$ cat config.mk
export PLATFORM = sky130hd
export DESIGN_NAME = reg_arith_pipe
export DESIGN_NICKNAME = d
export VERILOG_FILES = /design/src/rtl/reg_arith_pkg.sv /design/src/rtl/reg_arith_adder.sv /design/src/rtl/reg_arith_pipe.sv
export SDC_FILE = /design/constraint.sdc
export NUM_CORES = 1
export LEC_CHECK = 0
export BUFFER_PORTS_ARGS = -buffer_cell sky130_fd_sc_hd__buf_4
export CAP_MARGIN = 20
export CORE_UTILIZATION = 44
export CTS_BUF_LIST = sky130_fd_sc_hd__clkbuf_4
export CTS_CLUSTER_SIZE = 28
export DETAILED_ROUTE_END_ITERATION = 8
export GPL_TIMING_DRIVEN = 1
export HOLD_SLACK_MARGIN = 0.03
export PLACE_DENSITY = 0.69
export SYNTH_ARGS = -nofsm -noshare
export SYNTH_HDL_FRONTEND = slang
export SYNTH_SLANG_ARGS = --single-unit
$ cat constraint.sdc
create_clock -name clk -period 3.89 [get_ports clk]
set_clock_uncertainty 0.15 [all_clocks]
set_input_delay 0 -clock clk [delete_from_list [all_inputs] [get_ports clk]]
set_output_delay 0 -clock clk [all_outputs]
set_load 0.005 [all_outputs]
$ cat src/rtl/reg_arith_pkg.sv
// Shared types for the pipelined register arithmetic unit.
// The optional clamping behaviour is enabled by defining REG_ARITH_SATURATE_EN.
package reg_arith_pkg;

    typedef enum logic [2:0] {
        OP_INCR = 3'd0,
        OP_DECR = 3'd1,
        OP_JIZR = 3'd2,
        OP_JNZR = 3'd3,
        OP_ADDV = 3'd4,
        OP_SUBV = 3'd5,
        OP_RSV6 = 3'd6,
        OP_RSV7 = 3'd7
    } op_e;

    // Width of the shifted offset before zero-extension to the datapath width.
    function automatic int off_width(input int vw, input int shift);
        return vw + shift;
    endfunction

    // Width-independent control half of the S1 register; the W-bit operands
    // are added around it inside the top module.
    typedef struct packed {
        op_e  op;
        logic cin;
        logic taken;
        logic err;
        logic sub;
    } s1_ctrl_t;

endpackage

$ cat src/rtl/reg_arith_adder.sv
// Combinational W-bit ripple-carry adder: s = x + y + cin.
module reg_arith_adder #(
    parameter int W = 8
) (
    input  logic [W-1:0] x,
    input  logic [W-1:0] y,
    input  logic         cin,
    output logic [W-1:0] s,
    output logic         cout
);

    logic c;

    // Ripple the carry bit by bit, LSB first.
    always_comb begin
        c = cin;
        s = '0;
        for (int i = 0; i < W; i++) begin
            s[i] = x[i] ^ y[i] ^ c;
            c    = (x[i] & y[i]) | (c & (x[i] ^ y[i]));
        end
        cout = c;
    end

endmodule

$ cat src/rtl/reg_arith_pipe.sv
// Two-stage valid/ready register/PC arithmetic pipeline.
// S1 decodes the op and prepares the adder operands; S2 adds and flags.
// Define REG_ARITH_SATURATE_EN to clamp INCR/ADDV overflow and DECR/SUBV underflow.
module reg_arith_pipe
    import reg_arith_pkg::*;
#(
    parameter int W     = 8,
    parameter int VW    = 3,
    parameter int SHIFT = 1
) (
    input  logic          clk,
    input  logic          rst_n,
    input  logic          in_valid,
    output logic          in_ready,
    input  logic [2:0]    in_op,
    input  logic [W-1:0]  in_x,
    input  logic [VW-1:0] in_v,
    input  logic          in_z,
    output logic          out_valid,
    input  logic          out_ready,
    output logic [W-1:0]  out_res,
    output logic          out_carry,
    output logic          out_zero,
    output logic          out_taken,
    output logic          out_err
);

    localparam int OFF_W = off_width(VW, SHIFT);

`ifdef REG_ARITH_SATURATE_EN
    localparam bit SAT_EN = 1'b1;
`else
    localparam bit SAT_EN = 1'b0;
`endif

    typedef struct packed {
        s1_ctrl_t     ctrl;
        logic [W-1:0] x;
        logic [W-1:0] y;
    } s1_t;

    op_e          op;
    logic [OFF_W-1:0] off_n;
    logic [W-1:0] off;
    s1_t          s1_d, s1_q;
    logic         s1_valid, s1_ready, s2_ready;
    logic [W-1:0] sum, res_d;
    logic         cout, carry_d, is_add;

    assign op       = op_e'(in_op);
    assign off_n    = OFF_W'(in_v) << SHIFT;
    assign off      = W'(off_n);
    assign s2_ready = !out_valid || out_ready;
    assign s1_ready = !s1_valid || s2_ready;
    assign in_ready = s1_ready;

    // Decode: pick the second adder operand, pre-inverted with cin=1 for subtracts.
    always_comb begin
        s1_d         = '0;
        s1_d.x       = in_x;
        s1_d.ctrl.op = op;
        case (op)
            OP_INCR: s1_d.y = W'(1);
            OP_DECR: begin
                s1_d.y        = ~W'(1);
                s1_d.ctrl.cin = 1'b1;
                s1_d.ctrl.sub = 1'b1;
            end
            OP_JIZR, OP_JNZR: begin
                s1_d.ctrl.taken = (op == OP_JIZR) ? in_z : !in_z;
                s1_d.y          = s1_d.ctrl.taken ? off : W'(1);
            end
            OP_ADDV: s1_d.y = off;
            OP_SUBV: begin
                s1_d.y        = ~off;
                s1_d.ctrl.cin = 1'b1;
                s1_d.ctrl.sub = 1'b1;
            end
            default: s1_d.ctrl.err = 1'b1;  // y=0, cin=0 passes x through
        endcase
    end

    // S1 register: load whenever it is empty or draining into S2.
    always_ff @(posedge clk or negedge rst_n) begin
        if (!rst_n) begin
            s1_valid <= 1'b0;
            s1_q     <= '0;
        end else if (s1_ready) begin
            s1_valid <= in_valid;
            if (in_valid) s1_q <= s1_d;
        end
    end

    reg_arith_adder #(.W(W)) u_adder (
        .x    (s1_q.x),
        .y    (s1_q.y),
        .cin  (s1_q.ctrl.cin),
        .s    (sum),
        .cout (cout)
    );

    // Carry/borrow reporting and optional clamp; jumps never clamp.
    always_comb begin
        is_add  = (s1_q.ctrl.op == OP_INCR) || (s1_q.ctrl.op == OP_ADDV);
        carry_d = s1_q.ctrl.err ? 1'b0 : (s1_q.ctrl.sub ? !cout : cout);
        res_d   = sum;
        if (SAT_EN && is_add && cout)
            res_d = '1;
        else if (SAT_EN && s1_q.ctrl.sub && !cout)
            res_d = '0;
    end

    // S2 register: holds steady while the consumer stalls.
    always_ff @(posedge clk or negedge rst_n) begin
        if (!rst_n) begin
            out_valid <= 1'b0;
            out_res   <= '0;
            out_carry <= 1'b0;
            out_zero  <= 1'b0;
            out_taken <= 1'b0;
            out_err   <= 1'b0;
        end else if (s2_ready) begin
            out_valid <= s1_valid;
            if (s1_valid) begin
                out_res   <= res_d;
                out_carry <= carry_d;
                out_zero  <= (res_d == '0);
                out_taken <= s1_q.ctrl.taken;
                out_err   <= s1_q.ctrl.err;
            end
        end
    end

endmodule
==> results.py, run 1 <==
metrics = {
    "die": {
        "die_h_um": 60.7,
        "start_util_pct": 48.0,
        "coreArea_um2": 3150,
        "die_x_um": 60.7,
        "core.rowCount": 20,
        "io_pins": 33,
        "dieArea_um2": 3680,
    },
    "clock_network": {
        "cts_max_path_buffers": 2,
        "clkTransAtPathRegs_ns": 0.09,
        "cts_root_buf": "clkbuf_4",
        "clk_latency_ns": 0.33,
        "htreeDepth": 2,
        "numCtsBuffers": 5,
        "cts_tree": "built",
        "cts.sinks": 30,
    },
    "route": {
        "ant_nets": 0,
        "drc": 0,
        "routed_via_density": 4.90,
        "drt-initial-drc-count": 37,
        "drt-pass1-iter-count": 4,
        "avgRoutedWirePerCell_um": 14.3,
        "wl_met1_um": 1370,
        "route.met3.wl_um": 114,
        "top_layer": "met4",
        "postRouteWirelength_um": 3220,
        "vias": 1102,
        "wl_met2_um": 1680,
    },
    "final_layout": {
        "final_area_um2": 2170,
        "syn_to_final_growth_pct": 43.6,
        "antennaDiodeCount": 0,
        "nets": 207,
        "fin_cells": 225,
        "final_layout_size_suffix_gt1_share_pct": 39.8,
    },
    "synth": {
        "yosysMostFrequentCell": "dfrtp_1",
        "synth_top_family_by_area": "multiplexers",
        "synth_ff_type": "dfrtp_1",
        "syn_nets": 141,
        "syn_area_um2": 1510,
        "synth-simple-area-share_pct": 5.21,
        "synth_compound_area_share_pct": 9.50,
        "seq_area_frac_synth_pct": 49.6,
        "synth_fa_ha_area_share_pct": 10.6,
        "synth_top_area_share_pct": 49.6,
        "synth_common_cells": "dfrtp_1, mux2_2, inv_1, fa_1",
        "syn_inst": 114,
        "yosysWarnings": 0,
        "async_flop_share_pct": 100,
        "syn_area_per_cell_um2": 13.3,
        "synth_area_leaders": "dfrtp_1, fa_1, mux2_2",
        "synth_xor_area_share_pct": 2.89,
        "synthMuxAreaShare_pct": 17.1,
        "synth-seq-cells": 30,
        "synth.largest_area_cell": "dfrtp_1",
        "synth_edf_count": 0,
        "synth_cell_types": 33,
    },
    "grt": {
        "grt_pass1_vias": 1079,
        "antenna_found_initial": 0,
        "grt_max_degree": 31,
        "grt_usage_pct": 20.0,
        "grt_pass1_wl_um": 5060,
        "overflow": 0,
    },
    "setup_path": {
        "crit_slowest_cell": "or4_1",
        "cp.required_ns": 4.01,
        "rrSetupSlack_ns": -0.33,
        "path_cells": "inv_2, fa_1, inv_1, fa_2, fa_2, fa_1, inv_1, fa_1, inv_1, fa_2, fa_2, fa_2, or4_1, nor4_1, mux2_1",
        "critPathMaxStageDelay_ns": 0.48,
        "cp_common_cell": "fa_2",
        "critPathBufInv": 4,
        "endpoint_kind": "flop",
        "crit_fanout": 2,
        "arrival_ns": 4.34,
        "critPathKind": "reg2reg",
        "path_delay_family": "adder cells",
        "start_kind": "flop",
    },
    "placed_design": {
        "place_congestion": 0.807,
        "io_buffers": 32,
        "hpwl_um": 2080,
        "dpl-instance-area_um2": 1800,
        "place_inst": 187,
    },
    "timing": {
        "rsz0062_at_grt": "true",
        "finalCritPeriodShare_pct": 109,
        "fin_ws_ns": -0.331,
        "hold_viol_final": 0,
        "setup-violations-final": 1,
        "relSlewSlack_pct": 68.2,
        "min_period_ns": 4.22,
        "clock.fmax_ghz": 0.237,
        "hold_slack_ns": 0.139,
        "tns_ns": -0.331,
        "tightestPinTransition_ns": 0.476,
        "slew_violations": 0,
    },
    "status": {
        "violations": "setup timing",
        "outcome": "finished with violations",
    },
    "pwr": {
        "p_total_mw": 0.962,
        "p_leak_nw": 1.03,
        "ir_worst_vdd_mv": 0.251,
        "p_per_area_nw_per_um2": 443,
    },
    "job": {
        "maxCapViolations": 0,
    },
    "min_path": {
        "hold_class": "in2reg",
    },
}
path summary, 6_finish.rpt:
kind                                        from                    end  depth (start not counted)
setup / recovery             s1_q[8]$_DFFE_PN0P_   out_zero$_DFFE_PN0P_                         15
hold reg to reg            out_carry$_DFFE_PN0P_  out_carry$_DFFE_PN0P_                          1
max in group asynchronous                  rst_n  out_carry$_DFFE_PN0P_                          4
hold / removal                          in_op[0]    s1_q[6]$_DFFE_PN0P_                          3
setup reg to reg             s1_q[8]$_DFFE_PN0P_   out_zero$_DFFE_PN0P_                         15
min in group asynchronous                  rst_n   s1_q[17]$_DFFE_PN0P_                          4
registers in the layout, indices dropped and copies added (netlist names):
signal	flops
out_zero	1
out_carry	1
s1_q	16
out_valid	1
out_res	8
out_err	1
s1_valid	1
out_taken	1
logic make-up after synthesis:
| group | after synthesis |
|---|---|
| XOR/XNOR | 5 |
| buffers and inverters | 18 |
| AND/OR/NAND/NOR | 12 |
| flip-flops | 30 |
| adder cells (fa/ha/maj) | 8 |
| AO/OA/AOI/OAI | 19 |
| multiplexers | 22 |
layout by cell type (no fill, tap or decap):
master and count:
clkinv_2 1, a21oi_1 1, mux2_2 14, fa_2 5
nand2_4 1, nand2_1 3, and3b_4 1, o31ai_1 3
buf_4 34, nand3_1 1, a211o_1 1, nand2b_1 2
o21ai_0 4, a22oi_1 2, o211ai_1 1, o2111ai_1 1
dlygate4sd3_1 28, inv_1 11, mux2_1 1, fa_1 3
o41ai_2 1, nor4_1 1, mux2_4 4, or4_1 1
clkinv_1 1, clkbuf_4 6, o32a_1 1, o21ai_1 1
xor2_2 1, xnor2_1 1, buf_12 1, o2bb2ai_1 2
mux2i_1 3, dfrtp_1 30, nor2b_1 2, a21boi_0 1
xor2_1 3, inv_2 3
metrics by stage:
step / worst slack, ns / util [%]
global route: -0.448 / 68.9
global placement: -0.164 / 57.1
floorplan: -0.0701 / -
CTS: -0.361 / 68.4
detailed placement: -0.335 / 57.1
finish: -0.331 / 68.9
what timing repair did:
item                                   4_1_cts  5_1_grt
endpoints found under the hold margin       49        0
resized for setup                            0        3
setup endpoints to repair                    1        3
hold buffers                                29        0
cloned                                       0        0
buffers inserted                             0        1
pin swaps                                    0        2
report_power, final:
group	internal [mW]	switching [mW]	total [mW]
clock network	0.0747	0.105	0.179
registers	0.386	0.0479	0.434
logic	0.214	0.134	0.348
total	0.675	0.287	0.962
worst register-to-register path, cell delays in order, from the launching register on:
cell and delay [ns]:
dfrtp_1 0.42, inv_2 0.08, fa_1 0.18, inv_1 0.06
fa_2 0.34, fa_2 0.34, fa_1 0.37, inv_1 0.08
fa_1 0.16, inv_1 0.05, fa_2 0.34, fa_2 0.35
fa_2 0.42, or4_1 0.48, nor4_1 0.17, mux2_1 0.17
per-layer routing:
layer / vias up / GRT usage, %
met5: - / 0
met4: 0 / 9.74
met3: 5 / 5.12
met2: 29 / 33.1
met1: 545 / 24.5
li1: 523 / -
layout make-up:
cell class,instances,area (um^2)
tap,44,55.1
clock inverter,2,8.76
clock buffer,6,45.0
sequential,30,751
fill,232,980
inverter,14,52.6
multi-input combinational,66,706
timing repair buffer,63,556
Power figures use the tool's default switching activity.
==> run 2, diff against run 1 <==
- CELL_PAD_IN_SITES_DETAIL_PLACEMENT: not set -> 0
- CELL_PAD_IN_SITES_GLOBAL_PLACEMENT: not set -> 1
- CORE_ASPECT_RATIO: not set -> 0.5
- CORE_UTILIZATION: 44 -> 40
- PLACE_DENSITY: 0.69 -> not set
- PLACE_DENSITY_LB_ADDON: not set -> 0.1
==> results.py, run 2 (same netlist as run 1, synthesis figures left out) <==
metrics = {
    "die": {
        "start_util_pct": 42.9,
        "coreArea_um2": 3530,
        "die_h_um": 45.5,
        "die_x_um": 89.0,
        "core.rowCount": 15,
        "dieArea_um2": 4050,
        "io_pins": 33,
    },
    "status": {
        "violations": "setup timing",
        "outcome": "finished with violations",
    },
    "setup_path": {
        "critPathKind": "reg2reg",
        "critPathBufInv": 4,
        "cp_common_cell": "fa_2",
        "endpoint_kind": "flop",
        "start_kind": "flop",
        "path_delay_family": "adder cells",
        "cp.required_ns": 4.01,
        "r2r_cells": 15,
        "crit_slowest_cell": "or4_1",
        "arrival_ns": 4.24,
        "critPathMaxStageDelay_ns": 0.48,
        "path_depth": 15,
        "path_cells": "inv_1, fa_1, inv_1, fa_2, fa_2, fa_2, inv_2, fa_1, inv_1, fa_2, fa_2, fa_1, or4_1, nor4_1, mux2_1",
        "crit_fanout": 2,
    },
    "final_layout": {
        "layout_common_cells": "buf_4, dfrtp_1, dlygate4sd3_1",
        "syn_to_final_growth_pct": 39.7,
        "largest_register_ffs": 16,
        "regArea_um2": 751,
        "final_common_cell": "buf_4",
        "multi_input_area_um2": 698,
        "antennaDiodeCount": 0,
        "final_layout_size_suffix_gt1_share_pct": 41.1,
        "top_register": "s1_q",
        "fillers": 307,
        "reg.largest.list": "s1_q (16), out_res (8)",
        "nets": 201,
        "fin_cells": 226,
        "post-route-util_pct": 59.9,
    },
    "timing": {
        "setup-violations-final": 1,
        "slew_violations": 0,
        "finalCritPeriodShare_pct": 106,
        "clock.fmax_ghz": 0.243,
        "rsz0062_at_grt": "true",
        "fin_ws_ns": -0.232,
        "min_period_ns": 4.12,
        "tightestPinTransition_ns": 0.541,
        "relSlewSlack_pct": 63.9,
        "tns_ns": -0.232,
        "hold_viol_final": 0,
    },
    "grt": {
        "met3_usage_pct": 5.98,
        "busiest_layer": "met1",
        "overflow": 0,
        "met2_usage_pct": 25.2,
        "grtUsageMet1_pct": 26.1,
        "grt_pass1_vias": 1009,
        "grt_max_degree": 31,
        "grt_usage_pct": 18.0,
        "antenna_found_initial": 0,
        "grt_pass1_wl_um": 5060,
    },
    "clock_network": {
        "clkTransAtPathRegs_ns": 0.09,
        "cts_max_path_buffers": 2,
        "cts.sinks": 30,
        "cts_tree": "built",
        "clk_latency_ns": 0.33,
        "numCtsBuffers": 5,
        "cts_root_buf": "clkbuf_4",
        "htreeDepth": 2,
        "post_cts_buffers": 0,
    },
    "route": {
        "routed_via_density": 4.73,
        "drt-pass1-iter-count": 4,
        "avgRoutedWirePerCell_um": 13.6,
        "drt-initial-drc-count": 31,
        "drc": 0,
        "vias": 1068,
        "ant_nets": 0,
        "postRouteWirelength_um": 3070,
    },
    "pwr": {
        "p_total_mw": 0.951,
        "p_per_area_nw_per_um2": 450,
        "ir_worst_vdd_mv": 0.143,
        "p_leak_nw": 0.999,
    },
    "min_path": {
        "whs_path_depth": 4,
        "hold_class": "in2reg",
    },
    "placed_design": {
        "place_inst": 195,
        "io_buffers": 32,
        "place_congestion": 0.785,
        "hpwl_um": 2170,
    },
    "job": {
        "maxCapViolations": 0,
    },
}
==> run 2: timing repair <==
item                                   4_1_cts  5_1_grt
resized for setup                            3        0
pin swaps                                    1        1
endpoints found under the hold margin       49        0
setup endpoints to repair                    1        1
hold buffers                                23        0
==> run 2: layer usage <==
layer  vias up  part of all wire [%]
met3         4                   4.5
met1       523                    51
li1        513                     -
met5         -                     0
met4         0                  0.72
met2        28                    43
==> run 2: tightest hold or removal path, cell delays in order <==
cell and delay (ns):
buf_4 0.11, nor2b_1 0.13, o32a_1 0.18, mux2i_1 0.08
==> run 2: through the flow <==
step	hold WS (ns)	area, um^2	setup WS (ns)
after floorplan	-0.446	1520	-0.0701
after global placement	-0.196	1820	-0.172
after detailed placement	-0.199	1820	-0.261
after CTS	0.0373	2110	-0.285
after global routing	0.0854	2110	-0.373
final	0.0582	2110	-0.232
==> run 2: path summary, 6_finish.rpt <==
kind                                       from                      to  slack, ns
setup / recovery           s1_q[16]$_DFFE_PN0P_    out_zero$_DFFE_PN0P_      -0.23
hold / removal                             in_z     s1_q[0]$_DFFE_PN0P_       0.06
setup reg to reg           s1_q[16]$_DFFE_PN0P_    out_zero$_DFFE_PN0P_      -0.23
hold reg to reg            s1_q[17]$_DFFE_PN0P_   out_carry$_DFFE_PN0P_       0.32
max in group asynchronous                 rst_n     s1_q[8]$_DFFE_PN0P_       2.87
min in group asynchronous                 rst_n  out_res[3]$_DFFE_PN0P_       0.55
==> run 2: area by class of cell <==
| type | count | share of cell area [%] |
|---|---|---|
| Clock buffer | 6 | 2.13 |
| Multi-Input combinational cell | 66 | 33.0 |
| Timing Repair Buffer | 57 | 23.4 |
| Tap cell | 51 | 3.02 |
| Clock inverter | 2 | 0.414 |
| Sequential cell | 30 | 35.5 |
| Inverter | 14 | 2.49 |
==> run 2: where the power goes <==
group          internal (mW)  leakage, nW  switching [mW]
registers              0.386        0.365          0.0471
logic                  0.207        0.601           0.131
clock network         0.0747       0.0331           0.105
total                  0.668        0.999           0.283
